[config.mk]
export PLATFORM = sky130hd
export DESIGN_NAME = decoder_pipe_n_flat
export DESIGN_NICKNAME = d
export VERILOG_FILES = /design/src/rtl/decoder_pkg.sv /design/src/rtl/decoder_if.sv /design/src/rtl/decoder_predec.sv /design/src/rtl/decoder_pipe_n.sv /design/src/flat_wrapper.sv
export SDC_FILE = /design/constraint.sdc
export NUM_CORES = 1
export LEC_CHECK = 0
export CAP_MARGIN = 20
export CORE_MARGIN = 8
export CORE_UTILIZATION = 50
export DETAILED_ROUTE_END_ITERATION = 12
export PLACE_DENSITY = 0.8
export SYNTH_ARGS = -nofsm -noshare
export SYNTH_HDL_FRONTEND = slang
export SYNTH_HIERARCHICAL = 1
export SYNTH_SLANG_ARGS = --single-unit
[constraint.sdc]
create_clock -name clk -period 5.78 [get_ports clk]
set_input_delay 0.578 -clock clk [delete_from_list [all_inputs] [get_ports clk]]
set_output_delay 0.578 -clock clk [all_outputs]
set_load 0.02 [all_outputs]
[src/rtl/decoder_pkg.sv]
// Package: decoder_pkg
// Shared types and helpers for the pipelined one-hot decoder.
//   dec_state_e  : issue FSM state (IDLE, SCAN)
//   onehot_dec() : k-to-2^k one-hot predecode, k <= PREDEC_MAX_W
package decoder_pkg;

    typedef enum logic {IDLE, SCAN} dec_state_e;

    // Widest predecode half supported by the helper (ADDR_W up to 16).
    localparam int PREDEC_MAX_W  = 8;
    localparam int PREDEC_MAX_OH = 2**PREDEC_MAX_W;

    // Returns a one-hot word with bit 'addr' set; bits at or above 2**w stay zero.
    function automatic logic [PREDEC_MAX_OH-1:0] onehot_dec(input int w,
                                                            input logic [PREDEC_MAX_W-1:0] addr);
        logic [PREDEC_MAX_OH-1:0] oh;
        oh = '0;
        for (int i = 0; i < PREDEC_MAX_OH; i++) begin
            if ((i < (1 << w)) && (addr == i[PREDEC_MAX_W-1:0]))
                oh[i] = 1'b1;
        end
        return oh;
    endfunction

endpackage

[src/rtl/decoder_if.sv]
// Interface: decoder_if
// Request and response handshake bundle for decoder_pipe_n.
//   in_valid/in_ready/in_addr/in_en/in_scan : request side
//   out_valid/out_ready/out_y/out_last      : output beat side
// master = command source / select consumer, slave = decoder.
interface decoder_if #(
    parameter int ADDR_W = 6
);
    localparam int OUT_W = 2**ADDR_W;

    logic              in_valid;
    logic              in_ready;
    logic [ADDR_W-1:0] in_addr;
    logic              in_en;
    logic              in_scan;
    logic              out_valid;
    logic              out_ready;
    logic [OUT_W-1:0]  out_y;
    logic              out_last;

    modport master (
        output in_valid, in_addr, in_en, in_scan, out_ready,
        input  in_ready, out_valid, out_y, out_last
    );

    modport slave (
        input  in_valid, in_addr, in_en, in_scan, out_ready,
        output in_ready, out_valid, out_y, out_last
    );

endinterface

[src/rtl/decoder_predec.sv]
// Module: decoder_predec
// Combinational K-to-2^K one-hot predecoder with enable.
//   en   : 0 forces an all-zero output
//   addr : K-bit select
//   oh   : 2^K-bit one-hot word
module decoder_predec
    import decoder_pkg::*;
#(
    parameter int K = 3
) (
    input  logic          en,
    input  logic [K-1:0]  addr,
    output logic [2**K-1:0] oh
);
    localparam int OH_W = 2**K;

    // Size-cast drops the helper's unused upper bits without a spare signal.
    assign oh = en ? OH_W'(onehot_dec(K, PREDEC_MAX_W'(addr))) : '0;

endmodule

[src/rtl/decoder_pipe_n.sv]
// Module: decoder_pipe_n
// Two-stage pipelined ADDR_W-to-2^ADDR_W one-hot decoder with valid/ready
// on both sides and a SCAN mode that walks the select from in_addr up to
// the top output.
//   clk, rst : clock, asynchronous active-high reset
//   bus      : decoder_if.slave (request in, select beat out)
//   busy     : FSM in SCAN or any pipeline stage holding a beat
//   out_err  : only with DECODE_ONEHOT_CHK_EN defined; flags a beat whose
//              out_y is multi-hot, or zero while enabled
// Stage 1 holds the lo/hi predecodes, en and last; stage 2 holds out_y.
module decoder_pipe_n
    import decoder_pkg::*;
#(
    parameter int ADDR_W = 6,
    parameter int LO_W   = ADDR_W/2
) (
    input  logic     clk,
    input  logic     rst,
    decoder_if.slave bus,
    output logic     busy
`ifdef DECODE_ONEHOT_CHK_EN
    ,
    output logic     out_err
`endif
);
    localparam int OUT_W = 2**ADDR_W;
    localparam int HI_W  = ADDR_W - LO_W;
    localparam int LO_N  = 2**LO_W;
    localparam int HI_N  = 2**HI_W;
    localparam logic [ADDR_W-1:0] ADDR_TOP = '1;

    dec_state_e        state, state_nxt;
    logic [ADDR_W-1:0] cnt, cnt_nxt;
    logic              scan_en, scan_en_nxt;

    logic [2:1]        vld_pipe;
    logic              s1_load, s2_load;
    logic              in_rdy;
    logic              iss, iss_en, iss_last;
    logic [ADDR_W-1:0] iss_addr;

    logic [LO_N-1:0]   lo_oh_d, lo_oh_q;
    logic [HI_N-1:0]   hi_oh_d, hi_oh_q;
    logic              en_q, last_q;
    logic [OUT_W-1:0]  y_d, y_q;
    logic              last_y_q;

    // A stage loads when empty or when its contents move on this cycle.
    assign s2_load = !vld_pipe[2] || bus.out_ready;
    assign s1_load = !vld_pipe[1] || s2_load;

    // Issue FSM: picks the address/en/last entering stage 1.
    always_comb begin
        state_nxt   = state;
        cnt_nxt     = cnt;
        scan_en_nxt = scan_en;
        in_rdy      = 1'b0;
        iss         = 1'b0;
        iss_addr    = cnt;
        iss_en      = scan_en;
        iss_last    = 1'b0;
        case (state)
            IDLE: begin
                in_rdy   = s1_load && !rst;
                iss      = bus.in_valid && in_rdy;
                iss_addr = bus.in_addr;
                iss_en   = bus.in_en;
                iss_last = !bus.in_scan || (bus.in_addr == ADDR_TOP);
                if (iss && !iss_last) begin
                    state_nxt   = SCAN;
                    cnt_nxt     = bus.in_addr + 1'b1;
                    scan_en_nxt = bus.in_en;
                end
            end
            SCAN: begin
                iss      = s1_load;
                iss_last = (cnt == ADDR_TOP);
                if (iss) begin
                    if (iss_last) state_nxt = IDLE;
                    else          cnt_nxt   = cnt + 1'b1;
                end
            end
            default: state_nxt = IDLE;
        endcase
    end

    always_ff @(posedge clk or posedge rst) begin
        if (rst) begin
            state   <= IDLE;
            cnt     <= '0;
            scan_en <= 1'b0;
        end else begin
            state   <= state_nxt;
            cnt     <= cnt_nxt;
            scan_en <= scan_en_nxt;
        end
    end

    // The hi half carries en so a disabled beat is already zero in stage 1.
    decoder_predec #(.K(LO_W)) u_lo (.en(1'b1),   .addr(iss_addr[LO_W-1:0]),      .oh(lo_oh_d));
    decoder_predec #(.K(HI_W)) u_hi (.en(iss_en), .addr(iss_addr[ADDR_W-1:LO_W]), .oh(hi_oh_d));

    always_ff @(posedge clk or posedge rst) begin
        if (rst) begin
            vld_pipe[1] <= 1'b0;
            lo_oh_q     <= '0;
            hi_oh_q     <= '0;
            en_q        <= 1'b0;
            last_q      <= 1'b0;
        end else if (s1_load) begin
            vld_pipe[1] <= iss;
            if (iss) begin
                lo_oh_q <= lo_oh_d;
                hi_oh_q <= hi_oh_d;
                en_q    <= iss_en;
                last_q  <= iss_last;
            end
        end
    end

    for (genvar h = 0; h < HI_N; h++) begin : g_hi
        for (genvar l = 0; l < LO_N; l++) begin : g_lo
            assign y_d[h*LO_N+l] = en_q & hi_oh_q[h] & lo_oh_q[l];
        end
    end

    always_ff @(posedge clk or posedge rst) begin
        if (rst) begin
            vld_pipe[2] <= 1'b0;
            y_q         <= '0;
            last_y_q    <= 1'b0;
        end else if (s2_load) begin
            vld_pipe[2] <= vld_pipe[1];
            if (vld_pipe[1]) begin
                y_q      <= y_d;
                last_y_q <= last_q;
            end
        end
    end

`ifdef DECODE_ONEHOT_CHK_EN
    logic err_d;
    // y & (y-1) is nonzero exactly when more than one bit is set.
    assign err_d = (|(y_d & (y_d - 1'b1))) || (en_q && (y_d == '0));

    always_ff @(posedge clk or posedge rst) begin
        if (rst)          out_err <= 1'b0;
        else if (s2_load) out_err <= vld_pipe[1] && err_d;
    end
`endif

    assign bus.in_ready  = in_rdy;
    assign bus.out_valid = vld_pipe[2];
    assign bus.out_y     = y_q;
    assign bus.out_last  = last_y_q;
    assign busy          = (state == SCAN) || (|vld_pipe);

endmodule

[src/flat_wrapper.sv]
// flat-port wrapper written by rule: the top's interface ports become plain ports
module decoder_pipe_n_flat import decoder_pkg::*;
#(
    parameter int ADDR_W = 6,
    parameter int LO_W   = ADDR_W/2
)
  (clk, rst, busy, bus_in_valid, bus_in_addr, bus_in_en, bus_in_scan, bus_out_ready, bus_in_ready, bus_out_valid, bus_out_y, bus_out_last);
  decoder_if #(.ADDR_W(ADDR_W)) bus_i ();
  input  logic clk;
  input  logic rst;
  output logic busy;
  input wire logic [$bits(bus_i.in_valid)-1:0] bus_in_valid;
  input wire logic [$bits(bus_i.in_addr)-1:0] bus_in_addr;
  input wire logic [$bits(bus_i.in_en)-1:0] bus_in_en;
  input wire logic [$bits(bus_i.in_scan)-1:0] bus_in_scan;
  input wire logic [$bits(bus_i.out_ready)-1:0] bus_out_ready;
  output wire logic [$bits(bus_i.in_ready)-1:0] bus_in_ready;
  output wire logic [$bits(bus_i.out_valid)-1:0] bus_out_valid;
  output wire logic [$bits(bus_i.out_y)-1:0] bus_out_y;
  output wire logic [$bits(bus_i.out_last)-1:0] bus_out_last;
  assign bus_i.in_valid = bus_in_valid;
  assign bus_i.in_addr = bus_in_addr;
  assign bus_i.in_en = bus_in_en;
  assign bus_i.in_scan = bus_in_scan;
  assign bus_i.out_ready = bus_out_ready;
  assign bus_in_ready = bus_i.in_ready;
  assign bus_out_valid = bus_i.out_valid;
  assign bus_out_y = bus_i.out_y;
  assign bus_out_last = bus_i.out_last;
  decoder_pipe_n #(.ADDR_W(ADDR_W), .LO_W(LO_W)) u_core (.clk(clk), .rst(rst), .bus(bus_i), .busy(busy));
endmodule
**Word level (Yosys, flattened, before mapping)**

Index checks and enable logic that the tools add are counted.

- Register bits after elaboration: 93
- Input port bits: 12
- Output and inout bits: 68
- Word-level logic and storage cells: 154

- $add $sub $neg: 2
- Equality and inequality tests: 19
- Multiplexer cells: 30
- Bitwise logic cells: 73
- Reductions and logical operators: 19

Operator list:

| cell | number |
|---|---|
| $and A1 B1 Y1 | 72 |
| $eq A3 B3 Y1 const B | 8 |
| $mux W6 | 4 |
| $mux W1 | 21 |
| $add A6 B1 Y6 const B | 2 |
| $eq A3 B2 Y1 const B | 4 |
| $eq A6 B6 Y1 const B | 2 |
| $pmux W6 S2 | 1 |
| $mux W8 | 1 |
| $eq A3 B1 Y1 const B | 2 |
| $logic_not A3 Y1 | 2 |
| $pmux W1 S2 | 3 |
| $reduce_and A2 Y1 | 3 |
| $logic_not A1 Y1 | 5 |
| $logic_or A1 B1 Y1 | 4 |
| $ne A2 B2 Y1 const B | 2 |
| $logic_and A1 B1 Y1 | 3 |
| $reduce_and A3 Y1 | 1 |
| $ne A2 B1 Y1 const B | 1 |
| $reduce_or A2 Y1 | 1 |
| $not A1 Y1 | 1 |

**Depth between registers and ports, before layout**

Gate-level depths: netlist of the first run.

- Depth after elaboration: 8
- Gate-level depth with buffers: 7
- Depth with buffers taken out: 6

**Cells and area by module**

The synthesis of the first run kept the hierarchy.

Modules (own cells, without submodules):

| module | times used | cells each | area an instance (um2) | sequential area each (um2) |
|---|---|---|---|---|
| decoder_pipe_n | 1 | 398 | 3972.6 | 2327.2 |
| decoder_predec | 2 | 8 | 95.1 | 0.0 |

**Least setup slack after synthesis of the first run**

Ideal clock, no wire load.

- Kind: input to output
- From: in bus_out_ready
- To: out bus_in_ready
- Arrival: 1.239 ns
- Required time: 5.202 ns
- Path slack: 3.963 ns
- Stages on the path: 3
- Buffers on the path: 0
- Cells stage by stage: nand2b_1 nor2_1 nor3_1

- Word-level cells in the longest chain between the ends: 4

Ends and longest elaborated chain:

| item | line | text |
|---|---|---|
| start: declaration | flat_wrapper.sv:16 | `input wire logic [$bits(bus_i.out_ready)-1:0] bus_out_ready;` |
| $logic_or A1 B1 Y1 | decoder_pipe_n.sv:49 | `assign s2_load = !vld_pipe[2] \|\| bus.out_ready;` |
| $logic_or A1 B1 Y1 | decoder_pipe_n.sv:50 | `assign s1_load = !vld_pipe[1] \|\| s2_load;` |
| $logic_and A1 B1 Y1 | decoder_pipe_n.sv:64 | `in_rdy = s1_load && !rst;` |
| $mux W1 | decoder_pipe_n.sv:62 | `case (state)` |
| end: declaration | flat_wrapper.sv:17 | `output wire logic [$bits(bus_i.in_ready)-1:0] bus_in_ready;` |

No other way between the ends.

**Final worst setup path of the first run**

Ends and elaborated chain as after synthesis.

==> results of run 1 <==
==> final timing paths <==
kind	start	end	slack [ps]	cells after the start
max reg2reg	u_core/state	u_core/cnt[4]	3710	6
max	bus_out_ready	bus_in_ready	3020	5
min	u_core/bus.out_y[29]	u_core/bus.out_y[29]	490	2
min in group asynchronous	rst	u_core/vld_pipe[1]	720	2
min reg2reg	u_core/bus.out_y[29]	u_core/bus.out_y[29]	490	2
max in group asynchronous	rst	u_core/lo_oh_q[5]	3960	3
==> routing by layer <==
metal	global-route usage	vias up	routed length, um
met2	0.271	107	4800
met4	0.0573	0	114
li1	-	1556	-
met1	0.224	1643	4070
met5	0	-	0
met3	0.0570	8	732
==> power by group <==
part | total, W | switching [W] | internal (W) | leakage (nW)
Combinational | 0.000628 | 0.000354 | 0.000274 | 0.805
Clock | 0.000403 | 0.000221 | 0.000182 | 0.0888
Sequential | 0.000964 | 0.000225 | 0.000739 | 1.27
==> sequential cells by signal, summed over array words and instances, names as in the netlist <==
signal / cells
u_core/bus.out_y: 64
u_core/lo_oh_q: 8
u_core/bus.out_valid: 1
u_core/hi_oh_q: 8
u_core/bus.out_last: 1
u_core/cnt: 6
u_core/scan_en: 1
u_core/vld_pipe: 1
u_core/state: 1
u_core/last_q: 1
u_core/en_q: 1
==> final cells by class <==
class	count	area, um2	area share
clock buffer	12	155	0.0299
clock inverter	4	32.5	0.00627
inverter	6	23.8	0.00458
multi-input combinational	282	1680	0.324
sequential	93	2330	0.449
tap	105	131	0.0253
timing repair buffer	82	833	0.161
==> stage by stage <==
stage | std cells | total power [W] | setup slack (ps)
global placement | 567 | 0.00155 | 3080
CTS | 583 | 0.00198 | 2990
global route | 584 | 0.00211 | 2910
floorplan | 421 | 0.00141 | 2780
finish | 584 | 0.00199 | 3020
detailed placement | 567 | 0.00158 | 3000
==> cells in the final DEF (no fill, tap or decap), drive strengths merged, types with 3 or more instances in the layout <==
cell,netlist,layout
buf,24,3
mux2,28,28
clkbuf,16,12
o21ai,69,69
and4bb,6,6
nand2,71,71
inv,6,5
nand3,66,66
dfrtp,93,93
and4b,6,6
clkinv,0,3
conb,1,8
mux2i,4,4
clkdlybuf4s50,0,79
==> cells by family (layout without fill, tap and decap cells) <==
kind of cell	after synthesis	count (layout)
simple gates	163	163
fa+ha+maj	1	1
mux	32	32
flops	93	93
xor+xnor	3	3
other cells	1	8
buf+inv	46	104
compound gates	75	75
==> tightest hold or removal path: stages (launching register included) <==
cell	delay, ps
dfrtp_1	350
nand2_1	50
o21ai_0	60
==> results_tabular.tex, run 1 <==
\begin{tabular}{lr}
\hline
Metric & Value \\
\hline
\multicolumn{2}{l}{\textbf{STA}} \\
Final setup vio count & 0 \\
RSZ-0062 raised after global routing & no \\
Minimum clock period after layout & 2760 ps \\
Ratio of final minimum period to clock period & 0.478 \\
Worst-case clock skew & 13.8 ps \\
Slew margin rel. & 0.330 \\
Final max-slew violation count & 0 \\
Max Clock Freq & 362 MHz \\
Total Negative Setup Slacks & 0 ps \\
Worst Tran Pin Value & 1010 ps \\
Hold\_ws & 485 ps \\
Final hold vios & 0 \\
\multicolumn{2}{l}{\textbf{Logic synthesis}} \\
Async S/R FF share, synth & 1.00 \\
Library cell with the largest summed area after synthesis & dfrtp\_1 \\
XOR/XNOR Fraction of Synth Area & 0.00631 \\
Synth Area in Compound Gates & 0.0935 \\
Adder-cell area share of the yosys netlist & 0.00301 \\
Commonest cells in the synthesized netlist & dfrtp\_1 (93), nand2\_1 (71), o21ai\_0 (68) \\
Post-Synthesis Cells & 414 \\
Share of synthesized area occupied by flip-flops and latches & 0.559 \\
Warnings from Yosys & 6 \\
Flip-flop cell with the highest count after synthesis & dfrtp\_1 \\
Mapped Area & 4160 um2 \\
Multiplexer fraction of the synthesized cell area & 0.0863 \\
Most common cell in the netlist & dfrtp\_1 \\
Count of different cell masters after synthesis & 37 \\
Number of flops mapped to enable cells by yosys & 0 \\
Total of flip-flops plus latches after synthesis & 93 \\
Mapped Avg Cell Area & 10.1 um2 \\
Share of Yosys cell area claimed by the top area cell type & 0.559 \\
Combinational family with the most area after synthesis & simple AND/OR/NAND/NOR gates \\
Simple-gate share of the synthesized area & 0.206 \\
Main area contributors after synthesis & dfrtp\_1 (56\%), o21ai\_0 (8.2\%), nand3\_1 (7.9\%), mux2\_2 (7.3\%), nand2\_1 (6.4\%) \\
\multicolumn{2}{l}{\textbf{Setup path}} \\
CP Data Arrival Time & 2180 ps \\
Slowest stage cell, crit path & clkdlybuf4s50\_1 \\
CP required & 5200 ps \\
Family with the most delay on the worst path & buffers and inverters \\
Crit path cell chain & clkdlybuf4s50\_1, nand2b\_1, nor2\_1, nor3\_1, clkdlybuf4s50\_1 \\
Buffers and inverters on the worst path & 2 \\
Crit path largest cell delay & 660 ps \\
CP startpoint kind & input pin \\
CP endpoint kind & output port \\
WS Path Type & input pin to output port \\
Maximum fanout along the worst path & 4 \\
Crit-path most repeated cell & clkdlybuf4s50\_1 \\
\multicolumn{2}{l}{\textbf{Floorplanning}} \\
Die boundary width & 107 um \\
Initial standard-cell utilization of the core & 0.512 \\
Die boundary height & 107 um \\
Row count & 33 \\
Total die area & 11,500 um2 \\
Top-Level Pins & 80 \\
Core region area & 8130 um2 \\
\multicolumn{2}{l}{\textbf{Detailed routing}} \\
Average wire per cell in the routed design & 16.6 um \\
Vias after detailed routing & 3,314 \\
DRC Markers & 0 \\
Antenna viol nets, final & 0 \\
Final WL & 9.72 mm \\
Iteration-0 DRC count of the detailed router & 231 \\
Detailed Routing Iterations Pass 1 & 4 \\
Avg Vias per Cell & 5.67 \\
\multicolumn{2}{l}{\textbf{Clock network}} \\
\# hold bufs at CTS & 0 \\
Clock-pin slew on the worst setup and hold paths & 80 ps \\
Num CTS Buffers & 9 \\
Htree depth & 3 \\
Number of clock sinks & 93 \\
Clock tree from TritonCTS & done \\
Root Buffer Master & clkbuf\_8 \\
Post-CTS Setup Bufs & 0 \\
Worst-skew pair later-pin latency & 350 ps \\
Gates resized, CTS repair & 0 \\
Number of buffers between clock root and the deepest sink & 2 \\
\multicolumn{2}{l}{\textbf{Placement}} \\
Final GP Congestion & 0.790 \\
Dpl hpwl & 6.48 mm \\
Quantity of I/O buffers inserted on ports & 79 \\
Instance area at placement & 4970 um2 \\
\multicolumn{2}{l}{\textbf{Power and ir drop}} \\
Leakage power summed over all cells & 2.16 nW \\
Worst VDD drop & 345 uV \\
Power density normalized to cell area & 384 nW/um2 \\
\multicolumn{2}{l}{\textbf{Final layout}} \\
Final Cell Area & 5190 um2 \\
Share of final-layout standard cells stronger than drive strength 1 & 0.132 \\
Diodes inserted & 0 \\
Post-Route Utilization & 0.638 \\
Layout Nets & 487 \\
Count of filler cells inserted in the layout & 660 \\
Signed area change from the synthesized netlist to the final layout & 24.6\% \\
\multicolumn{2}{l}{\textbf{Global routing}} \\
Antenna violations before repair & 0 \\
GRT Util Overall & 0.174 \\
Largest net degree at the start of global routing & 130 \\
First-pass GRT wire length & 16.3 mm \\
Total gr overflow & 0 \\
Via count of the first global-routing pass & 3,197 \\
\multicolumn{2}{l}{\textbf{Worst hold path}} \\
Hold Path Class & flop to flop \\
\multicolumn{2}{l}{\textbf{Status}} \\
Outcome & completed \\
\multicolumn{2}{l}{\textbf{Run}} \\
Maximum Capacitance Violations & 0 \\
\hline
\end{tabular}
(Power assumes the default switching activity.)
==> run 2: changes to the inputs <==
==> constraint.sdc (replaced) <==
create_clock -name clk -period 2.8 [get_ports clk]
set_input_delay 0.28 -clock clk [delete_from_list [all_inputs] [get_ports clk]]
set_output_delay 0.28 -clock clk [all_outputs]
set_load 0.02 [all_outputs]
==> results_tabular.tex, run 2 (synthesized netlist as in run 1, its figures left out) <==
\begin{tabular}{lr}
\hline
Metric & Value \\
\hline
\multicolumn{2}{l}{\textbf{Status}} \\
Outcome & completed (unchanged) \\
\multicolumn{2}{l}{\textbf{Detailed routing}} \\
Detailed Routing Iterations Pass 1 & 4 (unchanged) \\
Final WL & 9.55 mm (was 9.72 mm) \\
DRC Markers & 0 (unchanged) \\
Iteration-0 DRC count of the detailed router & 226 (was 231) \\
Vias after detailed routing & 3,209 (was 3,314) \\
Average wire per cell in the routed design & 16.4 um (was 16.6 um) \\
Antenna viol nets, final & 0 (unchanged) \\
Avg Vias per Cell & 5.51 (was 5.67) \\
\multicolumn{2}{l}{\textbf{STA}} \\
Final setup vio count & 0 (unchanged) \\
Final hold vios & 0 (unchanged) \\
Final max-slew violation count & 0 (unchanged) \\
Worst Slack Setup Final & 471 ps (was 3020 ps) \\
Slew margin rel. & 0.323 (was 0.330) \\
Hold\_ws & 416 ps (was 485 ps) \\
Worst Tran Pin Value & 1020 ps (was 1010 ps) \\
Minimum clock period after layout & 2330 ps \\
RSZ-0062 raised after global routing & no (unchanged) \\
Worst-case clock skew & 6.40 ps (was 13.8 ps) \\
Ratio of final minimum period to clock period & 0.832 \\
Total Negative Setup Slacks & 0 ps (unchanged) \\
Max Clock Freq & 429 MHz \\
\multicolumn{2}{l}{\textbf{Final layout}} \\
Number of flip-flops under the largest register name & 64 (unchanged) \\
Layout Nets & 488 (was 487) \\
Share of final-layout standard cells stronger than drive strength 1 & 0.128 (was 0.132) \\
Signed area change from the synthesized netlist to the final layout & 24.1\% (was 24.6\%) \\
Leading cell type in the layout, fill and taps excluded & dfrtp\_1 (unchanged) \\
Diodes inserted & 0 (unchanged) \\
Top library cells by usage in the layout, fill and taps aside & dfrtp\_1 (92), clkdlybuf4s50\_1 (79), nand2\_1 (70) (unchanged) \\
\multicolumn{2}{l}{\textbf{Power and ir drop}} \\
Worst VDD drop & 690 uV (was 345 uV) \\
Leakage power summed over all cells & 2.15 nW (was 2.16 nW) \\
Pwr Total & 0.00404 W (was 0.00199 W) \\
Power density normalized to cell area & 783 nW/um2 (was 384 nW/um2) \\
\multicolumn{2}{l}{\textbf{Clock network}} \\
Worst-skew pair later-pin latency & 350 ps (about the same) \\
Root Buffer Master & clkbuf\_8 (unchanged) \\
Clock-pin slew on the worst setup and hold paths & 80 ps (about the same) \\
Clock tree from TritonCTS & done (unchanged) \\
Post-CTS Setup Bufs & 0 (unchanged) \\
\# hold bufs at CTS & 0 (unchanged) \\
Number of buffers between clock root and the deepest sink & 2 (unchanged) \\
Gates resized, CTS repair & 0 (unchanged) \\
Number of clock sinks & 93 (unchanged) \\
Num CTS Buffers & 9 (unchanged) \\
Htree depth & 3 (unchanged) \\
\multicolumn{2}{l}{\textbf{Global routing}} \\
Largest net degree at the start of global routing & 94 (was 130) \\
Total gr overflow & 0 (unchanged) \\
First-pass GRT wire length & 16.1 mm (was 16.3 mm) \\
GRT Util Overall & 0.173 (was 0.174) \\
Via count of the first global-routing pass & 3,190 (was 3,197) \\
Antenna violations before repair & 0 (unchanged) \\
\multicolumn{2}{l}{\textbf{Setup path}} \\
WS Path Type & flop to output port (was input pin to output port) \\
Family with the most delay on the worst path & flip-flops (was buffers and inverters) \\
CP endpoint kind & output port (unchanged) \\
CP Data Arrival Time & 2050 ps (was 2180 ps) \\
CP startpoint kind & flop (was input pin) \\
Buffers and inverters on the worst path & 1 (was 2) \\
Crit path largest cell delay & 580 ps (was 660 ps) \\
Crit path cell chain & or3\_2, clkdlybuf4s50\_1 (was clkdlybuf4s50\_1, nand2b\_1, nor2\_1, nor3\_1, clkdlybuf4s50\_1) \\
CP required & 2520 ps (was 5200 ps) \\
Maximum fanout along the worst path & 14 (was 4) \\
Slowest stage cell, crit path & dfrtp\_1 (was clkdlybuf4s50\_1) \\
\multicolumn{2}{l}{\textbf{Floorplanning}} \\
Core region area & 8130 um2 (unchanged) \\
Row count & 33 (unchanged) \\
Top-Level Pins & 80 (unchanged) \\
Initial standard-cell utilization of the core & 0.512 (unchanged) \\
Die boundary height & 107 um (unchanged) \\
Die boundary width & 107 um (unchanged) \\
Total die area & 11,500 um2 (unchanged) \\
\multicolumn{2}{l}{\textbf{Placement}} \\
Place WS & 619 ps (was 3000 ps) \\
Final GP Congestion & 0.777 (was 0.790) \\
Quantity of I/O buffers inserted on ports & 79 (unchanged) \\
Dpl hpwl & 6.42 mm (was 6.48 mm) \\
\multicolumn{2}{l}{\textbf{Worst hold path}} \\
Hold Path Class & input pin to asynchronous set/reset pin (was flop to flop) \\
\multicolumn{2}{l}{\textbf{Run}} \\
Maximum Capacitance Violations & 0 (unchanged) \\
\hline
\end{tabular}
==> run 2: cell count changes in the layout (fill, tap and decap cells not counted) <==
cell and change:
clkinv_2 +1, clkinv_4 -2, buf_12 +2, buf_16 -1, clkbuf_8 -1, clkinvlp_4 -1
==> run 2: cell type report <==
class | instances | area, um2
flip-flops and latches | 93 | 2330
clock buffers | 11 | 141
clock inverters | 2 | 12.5
fillers | 651 | 2970
repair buffers | 83 | 846
multi-input cells | 282 | 1680
inverters | 6 | 23.8
well taps | 105 | 131
==> run 2: worst paths after layout <==
| path | startpoint | slack (ps) | depth (start not counted) | to |
|---|---|---|---|---|
| max | u_core/state | 470 | 2 | busy |
| min | rst | 420 | 3 | u_core/vld_pipe[1] |
| max reg2reg | u_core/state | 750 | 6 | u_core/cnt[4] |
| min reg2reg | u_core/bus.out_y[15] | 480 | 2 | u_core/bus.out_y[15] |
| max in group asynchronous | rst | 2000 | 3 | u_core/cnt[1] |
| min in group clk | u_core/bus.out_y[15] | 480 | 2 | u_core/bus.out_y[15] |
==> run 2: report_power, final <==
part | internal (W) | switching, W | leakage, nW
clock | 0.000331 | 0.000428 | 0.0771
combinational | 0.000564 | 0.000735 | 0.811
sequential | 0.00153 | 0.000460 | 1.27
==> run 2: routing by layer <==
metal,wire length [um],part of all wire,global-route usage,up-vias
li1,-,-,-,1540
met1,4120,0.43,0.221,1548
met2,4590,0.48,0.273,105
met3,714,0.075,0.0522,16
met4,134,0.014,0.0593,0
met5,0,0,0,-
==> run 2: per-stage QoR <==
step                cells  area (um2)  utilization
finish                582        5170        0.635
global route          582        5170        0.635
CTS                   582        5170        0.635
detailed placement    569        5010        0.616
global placement      569        5010        0.616
floorplan             421        4190            -
==> run 2: worst min-delay path, stage by stage <==
cell	delay, ps
clkdlybuf4s50_1	460
clkinv_2	90
buf_12	370
==> run 3: changes to the inputs <==
--- a/config.mk
+++ b/config.mk
@@ -7,9 +7,9 @@
 export LEC_CHECK = 0
 export CAP_MARGIN = 20
 export CORE_MARGIN = 8
-export CORE_UTILIZATION = 50
+export CORE_UTILIZATION = 47
 export DETAILED_ROUTE_END_ITERATION = 12
-export PLACE_DENSITY = 0.8
+export PLACE_DENSITY = 0.79
 export SYNTH_ARGS = -nofsm -noshare
 export SYNTH_HDL_FRONTEND = slang
 export SYNTH_HIERARCHICAL = 1
==> constraint.sdc (replaced) <==
create_clock -name clk -period 2.1 [get_ports clk]
set_input_delay 0.21 -clock clk [delete_from_list [all_inputs] [get_ports clk]]
set_output_delay 0.21 -clock clk [all_outputs]
set_load 0.02 [all_outputs]
==> results_tabular.tex, run 3 (synthesized netlist as in run 1, its figures left out) <==
\begin{tabular}{lr}
\hline
Metric & Value \\
\hline
\multicolumn{2}{l}{\textbf{Detailed routing}} \\
Detailed Routing Iterations Pass 1 & 5 (was 4) \\
Final WL & 10.3 mm (was 9.55 mm) \\
Antenna viol nets, final & 0 (unchanged) \\
Vias after detailed routing & 3,252 (was 3,209) \\
DRC Markers & 0 (unchanged) \\
Average wire per cell in the routed design & 17.3 um (was 16.4 um) \\
Iteration-0 DRC count of the detailed router & 192 (was 226) \\
Avg Vias per Cell & 5.48 (was 5.51) \\
\multicolumn{2}{l}{\textbf{Setup path}} \\
CP endpoint kind & output port (unchanged) \\
Maximum fanout along the worst path & 11 (was 14) \\
Crit path largest cell delay & 510 ps (was 580 ps) \\
CP startpoint kind & flop (unchanged) \\
Slowest stage cell, crit path & dfrtp\_2 (was dfrtp\_1) \\
CP Data Arrival Time & 1690 ps (was 2050 ps) \\
Crit path cell chain & or3\_2, dlygate4sd2\_1 (was or3\_2, clkdlybuf4s50\_1) \\
CP required & 1890 ps (was 2520 ps) \\
WS Path Type & flop to output port (unchanged) \\
\multicolumn{2}{l}{\textbf{Floorplanning}} \\
Initial standard-cell utilization of the core & 0.482 (was 0.512) \\
Core region area & 8640 um2 (was 8130 um2) \\
Die boundary height & 110 um (was 107 um) \\
Row count & 34 (was 33) \\
Top-Level Pins & 80 (unchanged) \\
Die boundary width & 110 um (was 107 um) \\
Total die area & 12,100 um2 (was 11,500 um2) \\
\multicolumn{2}{l}{\textbf{Status}} \\
Outcome & completed (unchanged) \\
\multicolumn{2}{l}{\textbf{STA}} \\
Total Negative Setup Slacks & 0 ps (unchanged) \\
Final max-slew violation count & 0 (unchanged) \\
Max Clock Freq & 527 MHz \\
Slew margin rel. & 0.594 (was 0.323) \\
Worst Tran Pin Value & 608 ps (was 1020 ps) \\
Minimum clock period after layout & 1900 ps \\
RSZ-0062 raised after global routing & no (unchanged) \\
Worst-case clock skew & 5.78 ps (was 6.40 ps) \\
Final hold vios & 0 (unchanged) \\
Final setup vio count & 0 (unchanged) \\
Ratio of final minimum period to clock period & 0.904 \\
\multicolumn{2}{l}{\textbf{Global routing}} \\
Antenna violations before repair & 0 (unchanged) \\
Total gr overflow & 0 (unchanged) \\
GRT Util Overall & 0.176 (was 0.173) \\
Largest net degree at the start of global routing & 58 (was 94) \\
Via count of the first global-routing pass & 3,239 (was 3,190) \\
First-pass GRT wire length & 16.7 mm (was 16.1 mm) \\
\multicolumn{2}{l}{\textbf{Worst hold path}} \\
Hold Path Class & input pin to asynchronous set/reset pin (unchanged) \\
\multicolumn{2}{l}{\textbf{Power and ir drop}} \\
Sw Share & 0.390 (was 0.401) \\
Sequential cell fraction of total power & 0.443 (was 0.491) \\
Worst VDD drop & 783 uV (was 690 uV) \\
Cell-internal power & 0.00353 W (was 0.00242 W) \\
Net switching power & 0.00226 W (was 0.00162 W) \\
Share of power burned in the clock network & 0.210 (was 0.188) \\
Power density normalized to cell area & 1080 nW/um2 (was 783 nW/um2) \\
Leakage power summed over all cells & 2.24 nW (was 2.15 nW) \\
Pwr Total & 0.00578 W (was 0.00404 W) \\
Logic pwr share & 0.347 (was 0.321) \\
\multicolumn{2}{l}{\textbf{Final layout}} \\
Signed area change from the synthesized netlist to the final layout & 28.1\% (was 24.1\%) \\
Count of filler cells inserted in the layout & 741 (was 651) \\
Number of flip-flops under the largest register name & 64 (unchanged) \\
Leading cell type in the layout, fill and taps excluded & dfrtp\_1 (unchanged) \\
Top library cells by usage in the layout, fill and taps aside & dfrtp\_1 (91), clkdlybuf4s50\_1 (77), nand2\_1 (70) (was dfrtp\_1 (92), clkdlybuf4s50\_1 (79), nand2\_1 (70)) \\
Post-Route Utilization & 0.618 (was 0.635) \\
Layout Nets & 494 (was 488) \\
Diodes inserted & 0 (unchanged) \\
Share of final-layout standard cells stronger than drive strength 1 & 0.146 (was 0.128) \\
\multicolumn{2}{l}{\textbf{Clock network}} \\
Post-CTS Setup Bufs & 0 (unchanged) \\
Gates resized, CTS repair & 2 (was 0) \\
\# hold bufs at CTS & 0 (unchanged) \\
Htree depth & 3 (unchanged) \\
Number of buffers between clock root and the deepest sink & 2 (unchanged) \\
Worst-skew pair later-pin latency & 360 ps (was 350 ps) \\
Num CTS Buffers & 9 (unchanged) \\
Clock-pin slew on the worst setup and hold paths & 80 ps (about the same) \\
Number of clock sinks & 93 (unchanged) \\
Clock tree from TritonCTS & done (unchanged) \\
Root Buffer Master & clkbuf\_8 (unchanged) \\
\multicolumn{2}{l}{\textbf{Placement}} \\
Final GP Congestion & 0.765 (was 0.777) \\
Dpl hpwl & 7.04 mm (was 6.42 mm) \\
Quantity of I/O buffers inserted on ports & 79 (unchanged) \\
\multicolumn{2}{l}{\textbf{Run}} \\
Maximum Capacitance Violations & 0 (unchanged) \\
\hline
\end{tabular}
[run 3: cell types whose count changed in the layout (fill, tap and decap cells not counted), moves of 2 or more]
cell and delta:
clkinvlp_4 +2, buf_12 +5, clkdlybuf4s50_1 -2, clkinv_2 -2
[run 3: area by class of cell]
type,count,area [um2],area share
timing repair buffer,89,955,0.179
clock buffer,12,155,0.0291
inverter,6,26.3,0.00493
clock inverter,3,45.0,0.00845
multi-input combinational,282,1690,0.316
sequential,93,2330,0.437
tap,108,135,0.0253
[run 3: metrics by stage]
stage               instance area, um2  worst slack, ps  hold WS [ps]  cells
finish                            5330              202           362    593
global route                      5330              151           402    593
CTS                               5330             62.2           373    593
detailed placement                5130             88.8           469    578
global placement                  5130              187           464    578
floorplan                         4190              354           360    421
[run 3: path summary, 6_finish.rpt]
check	startpoint	to	slack [ps]	cells past startpoint
max reg2reg	u_core/state	u_core/cnt[4]	220	6
max in group asynchronous	rst	u_core/en_q	1210	3
max	u_core/state	busy	200	2
min reg2reg	u_core/bus.out_y[36]	u_core/bus.out_y[36]	480	2
min in group clk	u_core/bus.out_y[36]	u_core/bus.out_y[36]	480	2
min	rst	u_core/cnt[1]	360	2
[run 3: power by group through the flow]
| stage | Sequential, W | Clock [W] | Combinational [W] |
|---|---|---|---|
| 2_1_floorplan | 0.00222 | 0 | 0.00166 |
| 3_3_place_gp | 0.00258 | 0 | 0.00191 |
| 3_5_place_dp | 0.00259 | 0 | 0.00199 |
| 4_1_cts | 0.00256 | 0.00123 | 0.00200 |
| 5_1_grt | 0.00261 | 0.00131 | 0.00220 |
| 6_report | 0.00256 | 0.00121 | 0.00201 |
[run 3: metal layers]
metal / share of wire / vias up / track usage
met5: 0 / - / 0
met4: 0.019 / 0 / 0.0695
met3: 0.079 / 15 / 0.0442
met2: 0.47 / 109 / 0.277
met1: 0.43 / 1570 / 0.229
li1: - / 1558 / -
[run 3: critical path, delay by kind of cell (launching register included)]
kind | cells | cell delay [ps]
flops | 1 | 510
simple gates | 1 | 490
buf+inv | 1 | 330
